<file path="config.mk">
export PLATFORM = sky130hd
export DESIGN_NAME = input_act_feeder
export DESIGN_NICKNAME = d
export VERILOG_FILES = /design/src/rtl/input_act_feeder.sv
export SDC_FILE = /design/constraint.sdc
export NUM_CORES = 2
export LEC_CHECK = 0
export CAP_MARGIN = 20
export CORE_UTILIZATION = 55
export DETAILED_ROUTE_END_ITERATION = 6
export GPL_ROUTABILITY_DRIVEN = 1
export PLACE_DENSITY = 0.74
export SLEW_MARGIN = 25
export SYNTH_ARGS = -nofsm -noshare
export SYNTH_HDL_FRONTEND = slang
export SYNTH_SLANG_ARGS = --single-unit
</file>
<file path="constraint.sdc">
create_clock -name CLK -period 5.8 [get_ports CLK]
set_input_delay 1.16 -clock CLK [delete_from_list [all_inputs] [get_ports CLK]]
set_output_delay 1.16 -clock CLK [all_outputs]
set_load 0.02 [all_outputs]
</file>
<file path="src/rtl/input_act_feeder.sv">
// input_act_feeder: buffers wide words from the memory controller in a FIFO,
// then slices them LSB-first into LANES*OUTPUT_WIDTH beats for the MAC array
// over a valid/ready handshake. Supports a programmed beat count or drain mode.
module input_act_feeder #(
  parameter int INPUT_WIDTH  = 32,
  parameter int OUTPUT_WIDTH = 8,
  parameter int LANES        = 1,
  parameter int FIFO_DEPTH   = 64,
  parameter int CNT_WIDTH    = 16
) (
  input  logic                            CLK,
  input  logic                            RESETN,
  input  logic                            CLEAR_FIFO,
  input  logic                            START_FEED,
  input  logic [CNT_WIDTH-1:0]            FEED_COUNT,
  input  logic                            FIFO_WR_CMD,
  input  logic [INPUT_WIDTH-1:0]          FIFO_WR_DATA,
  output logic                            FIFO_FULL,
  output logic                            FIFO_EMPTY,
  output logic [$clog2(FIFO_DEPTH):0]     FIFO_LEVEL,
  output logic [LANES*OUTPUT_WIDTH-1:0]   DATA_OUT,
  output logic                            DATA_VALID,
  input  logic                            DATA_READY,
  output logic                            BUSY,
  output logic                            STALL,
  output logic                            DONE,
  output logic                            OVERFLOW
);

  localparam int BEAT_W = LANES * OUTPUT_WIDTH;
  localparam int BPW    = INPUT_WIDTH / BEAT_W;
  localparam int AW     = $clog2(FIFO_DEPTH);
  localparam int LW     = AW + 1;
  localparam int SW     = (BPW > 1) ? $clog2(BPW) : 1;
  localparam logic [SW-1:0] LAST_SLICE = SW'(BPW - 1);

  typedef enum logic [1:0] {S_IDLE, S_LOAD, S_FEED, S_FIN} state_t;

  state_t                 r_state, w_next;
  logic                   r_start_d, r_clear_d;
  logic                   w_start_edge, w_clear_edge;
  logic [INPUT_WIDTH-1:0] r_mem [FIFO_DEPTH];
  logic [AW-1:0]          r_wptr, r_rptr;
  logic [LW-1:0]          r_level;
  logic                   r_ovf;
  logic                   w_wr, w_pop;
  logic [INPUT_WIDTH-1:0] r_word;
  logic [SW-1:0]          r_slice;
  logic                   r_wvalid;
  logic [CNT_WIDTH-1:0]   r_cnt;
  logic                   r_cnt_mode;
  logic                   w_xfer, w_slice_end, w_last;
  logic [BPW-1:0][BEAT_W-1:0] w_slices;

  // CLEAR beats a same-cycle START so an abort never also launches a feed
  assign w_clear_edge = CLEAR_FIFO & ~r_clear_d;
  assign w_start_edge = START_FEED & ~r_start_d & ~w_clear_edge;

  assign FIFO_LEVEL = r_level;
  assign FIFO_FULL  = (r_level == LW'(FIFO_DEPTH));
  assign FIFO_EMPTY = (r_level == '0);
  assign OVERFLOW   = r_ovf;
  assign BUSY       = (r_state != S_IDLE);

  // a read in the same cycle never makes room for a write
  assign w_wr = FIFO_WR_CMD & ~FIFO_FULL & ~w_clear_edge;

  assign w_slices    = r_word;
  assign DATA_OUT    = w_slices[r_slice];
  assign w_slice_end = (r_slice == LAST_SLICE);
  assign w_xfer      = (r_state == S_FEED) & r_wvalid & DATA_READY;

  // previous-cycle copies of the control strobes for edge detection
  always_ff @(posedge CLK or negedge RESETN) begin
    if (!RESETN) begin
      r_start_d <= 1'b0;
      r_clear_d <= 1'b0;
    end else begin
      r_start_d <= START_FEED;
      r_clear_d <= CLEAR_FIFO;
    end
  end

  // FIFO storage; contents are don't-care while the level says empty
  always_ff @(posedge CLK) begin
    if (w_wr) r_mem[r_wptr] <= FIFO_WR_DATA;
  end

  // FIFO pointers, level and sticky overflow flag
  always_ff @(posedge CLK or negedge RESETN) begin
    if (!RESETN) begin
      r_wptr  <= '0;
      r_rptr  <= '0;
      r_level <= '0;
      r_ovf   <= 1'b0;
    end else if (w_clear_edge) begin
      r_wptr  <= '0;
      r_rptr  <= '0;
      r_level <= '0;
      r_ovf   <= 1'b0;
    end else begin
      if (w_wr)  r_wptr <= r_wptr + AW'(1);
      if (w_pop) r_rptr <= r_rptr + AW'(1);
      case ({w_wr, w_pop})
        2'b10:   r_level <= r_level + LW'(1);
        2'b01:   r_level <= r_level - LW'(1);
        default: r_level <= r_level;
      endcase
      if (FIFO_WR_CMD && FIFO_FULL) r_ovf <= 1'b1;
    end
  end

  // feed state register
  always_ff @(posedge CLK or negedge RESETN) begin
    if (!RESETN) r_state <= S_IDLE;
    else         r_state <= w_next;
  end

  // next state, FIFO pop (incl. prefetch at word wrap) and handshake outputs
  always_comb begin
    w_next     = r_state;
    w_pop      = 1'b0;
    w_last     = 1'b0;
    DATA_VALID = 1'b0;
    STALL      = 1'b0;
    DONE       = 1'b0;
    case (r_state)
      S_IDLE: if (w_start_edge) w_next = S_LOAD;
      S_LOAD: begin
        if (!FIFO_EMPTY) begin
          w_pop  = 1'b1;
          w_next = S_FEED;
        end else if (!r_cnt_mode) begin
          w_next = S_FIN;
        end
      end
      S_FEED: begin
        DATA_VALID = r_wvalid;
        STALL      = ~r_wvalid & FIFO_EMPTY;
        w_last     = w_xfer & (r_cnt_mode ? (r_cnt == CNT_WIDTH'(1))
                                          : (w_slice_end & FIFO_EMPTY));
        if (w_last)
          w_next = S_FIN;
        else if ((~r_wvalid | (w_xfer & w_slice_end)) & ~FIFO_EMPTY)
          w_pop = 1'b1;
      end
      S_FIN: begin
        DONE   = 1'b1;
        w_next = S_IDLE;
      end
      default: w_next = S_IDLE;
    endcase
    if (w_clear_edge) begin
      w_next = S_IDLE;
      w_pop  = 1'b0;
      w_last = 1'b0;
    end
  end

  // word register, slice index and beat counter
  always_ff @(posedge CLK or negedge RESETN) begin
    if (!RESETN) begin
      r_word     <= '0;
      r_slice    <= '0;
      r_wvalid   <= 1'b0;
      r_cnt      <= '0;
      r_cnt_mode <= 1'b0;
    end else if (w_clear_edge) begin
      r_slice  <= '0;
      r_wvalid <= 1'b0;
    end else begin
      if (r_state == S_IDLE && w_start_edge) begin
        r_cnt      <= FEED_COUNT;
        r_cnt_mode <= |FEED_COUNT;
      end else if (w_xfer && r_cnt_mode) begin
        r_cnt <= r_cnt - CNT_WIDTH'(1);
      end
      if (w_last) begin
        // count may end mid-word: leftover slices are dropped
        r_wvalid <= 1'b0;
        r_slice  <= '0;
      end else if (w_pop) begin
        r_word   <= r_mem[r_rptr];
        r_slice  <= '0;
        r_wvalid <= 1'b1;
      end else if (w_xfer && w_slice_end) begin
        r_wvalid <= 1'b0;
        r_slice  <= '0;
      end else if (w_xfer) begin
        r_slice <= r_slice + SW'(1);
      end
    end
  end

endmodule

</file>
* Word level (Yosys, flattened, before mapping) *
Memories as Yosys holds them, arrays and structs flattened. A register that Yosys moved wholly into a read port is not among the register bits.
Cells that the tools add are included.

cells by class
  add/sub/neg operators = 6
  multipliers = 0
  div/mod/pow operators = 0
  magnitude comparators = 1
  equality and inequality tests = 11
  shifts and indexed selects = 0
  mux-type cells = 40
  bitwise gates (word level) = 20
  reduce and logical (&&, ||, !) cells = 20

operators by type and width
  kind                     number
  $mux W16                 2
  $mux W6                  4
  $mux W2                  10
  $mux W1                  18
  $bmux W8 S2              1
  $eq A16 B1 Y1 const B    1
  $reduce_or A16 Y1        1
  $sub A16 B1 Y16 const B  1
  $pmux W7 S2              1
  $add A6 B1 Y6 const B    2
  $and A1 B1 Y1            12
  $reduce_bool A2 Y1       5
  $eq A2 B2 Y1 const B     4
  $mux W8                  1
  $pmux W2 S4              1
  $add A7 B1 Y7 const B    1
  $eq A7 B7 Y1 const B     1
  $logic_not A7 Y1         1
  $mux W7                  1
  $not A1 Y1               7
  $sub A7 B1 Y7 const B    1
  $reduce_and A3 Y1        2
  $reduce_bool A5 Y1       1
  $eq A2 B1 Y1 const B     2
  13 further kinds         17

storage, ports and cells
  bits in registers = 44
  bits in latches = 0
  RAM bits = 2048
  ROM bits = 0
  output and inout port bits = 22
  word-level logic and storage cells = 110
  memories kept = 1

memory list
  name   words  width  rd ports  clocked after Yosys merged registers in  wr ports  RTL line  text
  r_mem  64     32     1         1                                        1         42        logic [INPUT_WIDTH-1:0] r_mem [FIFO_DEPTH];

* Longest topological paths before layout *
  depth in word-level cells = 13
  depth in mapped cells = 14

* Least setup slack after synthesis *
OpenSTA, ideal clock, no wires.

  kind = in2reg
  from = in CLEAR_FIFO
  to = mem r_mem[31][0] (enable)
  arrival time = 4818 ps
  required time = 5299 ps
  path slack = 481 ps
  cell stages on the path = 4
  cells stage by stage = nor2b_1 clkbuf_1 clkbuf_1 nor4_1

between the ends
  longest elaborated chain between the ends = 5

ends and longest elaborated chain
  element                        RTL line  text
  start, declared                13        input logic CLEAR_FIFO,
  $and A1 B1 Y1                  56        assign w_clear_edge = CLEAR_FIFO & ~r_clear_d;
  $not A1 Y1 (no source line)    -
  $and A1 B1 Y1                  66        assign w_wr = FIFO_WR_CMD & ~FIFO_FULL & ~w_clear_edge;
  $mux W1                        86        if (w_wr) r_mem[r_wptr] <= FIFO_WR_DATA;
  $mux W1 (implied by the code)  86
  end, declared                  42

No other way between the ends.

* Final worst setup path *
  from = reg r_slice[0]
  to = reg r_level[6], in the netlist FIFO_LEVEL[6]

between the ends
  longest elaborated chain between the ends = 11
  elaborated cells on any way between the ends = 16
  those cells by class = eq/ne (3); mux (7); bitwise (5); reduce/logical (1)

ends and longest elaborated chain
  element                                       RTL line  text
  start, declared                               48        logic [SW-1:0] r_slice;
  start signal, assigned                        190       r_slice <= r_slice + SW'(1);
  $eq A2 B2 Y1 *                                70        assign w_slice_end = (r_slice == LAST_SLICE);
  $and A1 B1 Y1                                 144       else if ((~r_wvalid | (w_xfer & w_slice_end)) & ~FIFO_EMPTY)
  $or A1 B1 Y1                                  144
  $and A1 B1 Y1                                 144
  $mux W1                                       144
  $mux W1 *                                     142       if (w_last)
  $pmux W1 S2 *                                 127       case (r_state)
  $mux W1 *                                     153       if (w_clear_edge) begin
  $eq A2 B1 Y1 or $eq A2 B2 Y1 (tied branches)  104       case ({w_wr, w_pop})
  $pmux W7 S2                                   104
  $mux W7                                       96        end else if (w_clear_edge) begin
  end signal, assigned                          105       2'b10: r_level <= r_level + LW'(1);
  end signal, assigned                          106       2'b01: r_level <= r_level - LW'(1);
  end signal, assigned                          107       default: r_level <= r_level;
  end, declared                                 44        logic [LW-1:0] r_level;

Mark *: on every way between the ends. The rest lies on a longest branch, timed or not.
A chain may end at the register's enable or synchronous reset.

==> impl_metrics.json <==
{
  "worstPathArrival_ns": 5.42,
  "dr.pass1.iters": 6,
  "fin_tns_setup_ns": 0,
  "fin_crit_ns": 4.66,
  "hold_buffers": 0,
  "grt_max_degree": 96,
  "ioPinCount": 76,
  "grtUsageTotal_pct": 27.4,
  "die_width_um": 390,
  "grt_pass1_vias": 40700,
  "cts_buffers": 202,
  "synth_nets": 4149,
  "place_hpwl_mm": 121,
  "timing.slew.headroom_pct": 24.8,
  "path_class": "flop to flop",
  "fmax_mhz": 215,
  "hold_viol_final": 0,
  "globalplace.congestion": 0.917,
  "path_cells": "ha_1 -> nand2_1 -> a21boi_0 -> a21boi_1 -> o21ai_2 -> nor3_1 -> ha_1 -> a211oi_1 -> o21bai_1 -> a21oi_1 -> a21oi_1 -> a2bb2oi_1 -> mux2i_1",
  "rows": 141,
  "h-tree-depth": 4,
  "port_buffers": 75,
  "start_util_pct": 55.7,
  "die-area_um2": 152000,
  "grt_pass1_wl_mm": 294,
  "layout_commonest_cell": "edfxtp_1",
  "overflow": 0,
  "antenna_found_initial": 8,
  "outcome": "finished, final reports clean",
  "hold-worst-slack_ns": 0.117,
  "layout_common_cells": "edfxtp_1 (2048), mux4_2 (364), mux2i_1 (289)",
  "final-setup-viol-count": 0,
  "synth_edf_count": 2048,
  "cts_tree": "built",
  "avgRoutedWirePerCell_um": 32.3,
  "timing.final.crit_share_pct": 80.4,
  "cp_max_fo": 11,
  "ys_seq_elements": 2124,
  "met1_usage_pct": 39.9,
  "yosys_warnings": 0,
  "dieHeight_um": 390,
  "area_growth_pct": 12.7,
  "drv_cap": 0,
  "skew_ns": 0.0312,
  "top_usage_layer": "met2",
  "drv_slew": 0,
  "max_slew.worst_pin.slew_ns": 1.12,
  "cts.sinks": 2124,
  "drive_above_1_share_pct": 23.3,
  "grt_setup_unrepaired": "false",
  "synthArstFlopShare_pct": 3.58,
  "core_um2": 149000,
  "cts.path.max_buffers": 3,
  "p_leak_nw": 28.6,
  "power_mw": 37.9,
  "cp_slowest_cell": "dfrtp_1",
  "ir_drop_v": 0.000272,
  "final_util_pct": 62.7,
  "finalNetCount": 4332,
  "clk_pin_slew_ns": 0.07,
  "ys_seq_area_share_pct": 76.7,
  "start_kind": "flop",
  "met2_usage_pct": 41.1,
  "endpoint_kind": "flop",
  "slowest_delay_ns": 0.81,
  "drtIter0Drc": 5828,
  "cts_resized": 0,
  "ys_types": 63,
  "drcViolationCount": 0,
  "synthCells": 4080,
  "powerDensity_nw_per_um2": 407,
  "post_cts_buffers": 0,
  "min_path_type": "primary input to asynchronous set/reset pin",
  "vias_per_cell": 6.56,
  "finalWirelength_mm": 208,
  "root_buffer": "clkbuf_16",
  "clk_latency_ns": 0.84,
  "critPathRequiredTime_ns": 6.56,
  "ys.flop_type": "edfxtp_1",
  "postRouteAntennaNets": 0,
  "vias": 42200,
  "synth_area_um2": 82700,
  "use_met3_pct": 6.82,
  "syn_area_per_cell_um2": 20.3
}
logic make-up after synthesis:
group	Yosys count	synth area share, %
AO/OA/AOI/OAI	510	3.96
multiplexers	785	15.2
AND/OR/NAND/NOR	375	2.09
flip-flops	2124	76.7
buffers and inverters	246	1.59
XOR/XNOR	25	0.265
adder cells (fa/ha/maj)	15	0.236
Yosys cell counts (all sizes together), types with 2 or more instances:
master	number	area, um^2
nand4b	2	17.5
and3	4	25.0
o21ai	106	534
nor2	138	518
ha	14	175
and2	8	50.1
nor4	12	81.3
dfrtp	76	1900
o21bai	2	15.0
nand2b	11	68.8
xor2	10	87.6
nor3	45	225
a221o	8	80.1
or3	10	62.6
or4	3	22.5
a211oi	28	235
a22oi	50	375
o211ai	4	30.0
buf	140	912
o31ai	61	463
a21boi	3	22.5
nand4	6	37.5
a211o	2	17.5
or3b	2	17.5
or2	4	25.0
inv	11	41.3
o21a	5	37.5
nand3b	3	22.5
mux2	132	1490
nand2	97	364
mux4	364	8200
nor2b	13	81.3
clkbuf	95	358
edfxtp	2048	61500
nand3	10	50.1
xnor2	15	131
o22ai	140	876
a21oi	78	394
o32ai	15	131
o221ai	3	26.3
and4	3	26.3
mux2i	289	2890
flip-flops by register name, indices dropped and copies added (netlist names):
name	count
r_mem	2048
r_word	32
r_cnt	16
FIFO_LEVEL	7
r_rptr	6
r_wptr	6
r_slice	2
r_state	2
OVERFLOW	1
r_clear_d	1
r_cnt_mode	1
r_start_d	1
r_wvalid	1
worst paths after layout:
check	start	endpoint	slack, ns	depth (start not counted)
max	r_slice[0]$_DFFE_PN0P_	FIFO_LEVEL[6]$_DFFE_PN0P_	1.14	13
min	RESETN	FIFO_LEVEL[3]$_DFFE_PN0P_	0.12	1
max reg2reg	r_slice[0]$_DFFE_PN0P_	FIFO_LEVEL[6]$_DFFE_PN0P_	1.14	13
min reg2reg	r_word[6]$_DFFE_PN0P_	r_word[6]$_DFFE_PN0P_	0.48	2
max in group asynchronous	RESETN	r_rptr[1]$_DFFE_PN0P_	4.69	2
min in group CLK	r_word[6]$_DFFE_PN0P_	r_word[6]$_DFFE_PN0P_	0.48	2
per-layer routing:
metal,vias up,wire (um)
met5,-,26
met4,4,7540
met3,385,24600
met2,2677,95900
met1,21900,79900
li1,17200,-
worst max-delay path, delay by kind of cell, from the launching register on:
family          cells  cell delay [ns]
mux                 1             0.21
fa+ha+maj           2             0.74
simple gates        2             0.79
flops               1             0.81
compound gates      8             2.03
through the flow:
step / std cells / cell area [um^2] / setup WS (ns)
final: 6433 / 93200 / 1.14
after global routing: 6432 / 93200 / 0.814
after CTS: 6405 / 92500 / 1.24
after detailed placement: 6034 / 86200 / 0.746
after global placement: 6032 / 86100 / 0.845
after floorplan: 4080 / 82700 / 0.481
area by class of cell:
class / instances / area [um^2]
clock inverter: 118 / 976
inverter: 11 / 41.3
timing repair buffer: 214 / 2380
antenna: 1 / 2.50
fill: 9888 / 55300
clock buffer: 253 / 5350
sequential: 2124 / 63400
multi-input combinational: 1710 / 18500
tap: 2002 / 2500
where the power goes:
group / total (mW) / switching [mW] / internal, mW
registers: 17.6 / 0.371 / 17.2
clock network: 12.6 / 5.61 / 7.03
logic: 7.67 / 4.51 / 3.16
(Power assumes the default switching activity.)
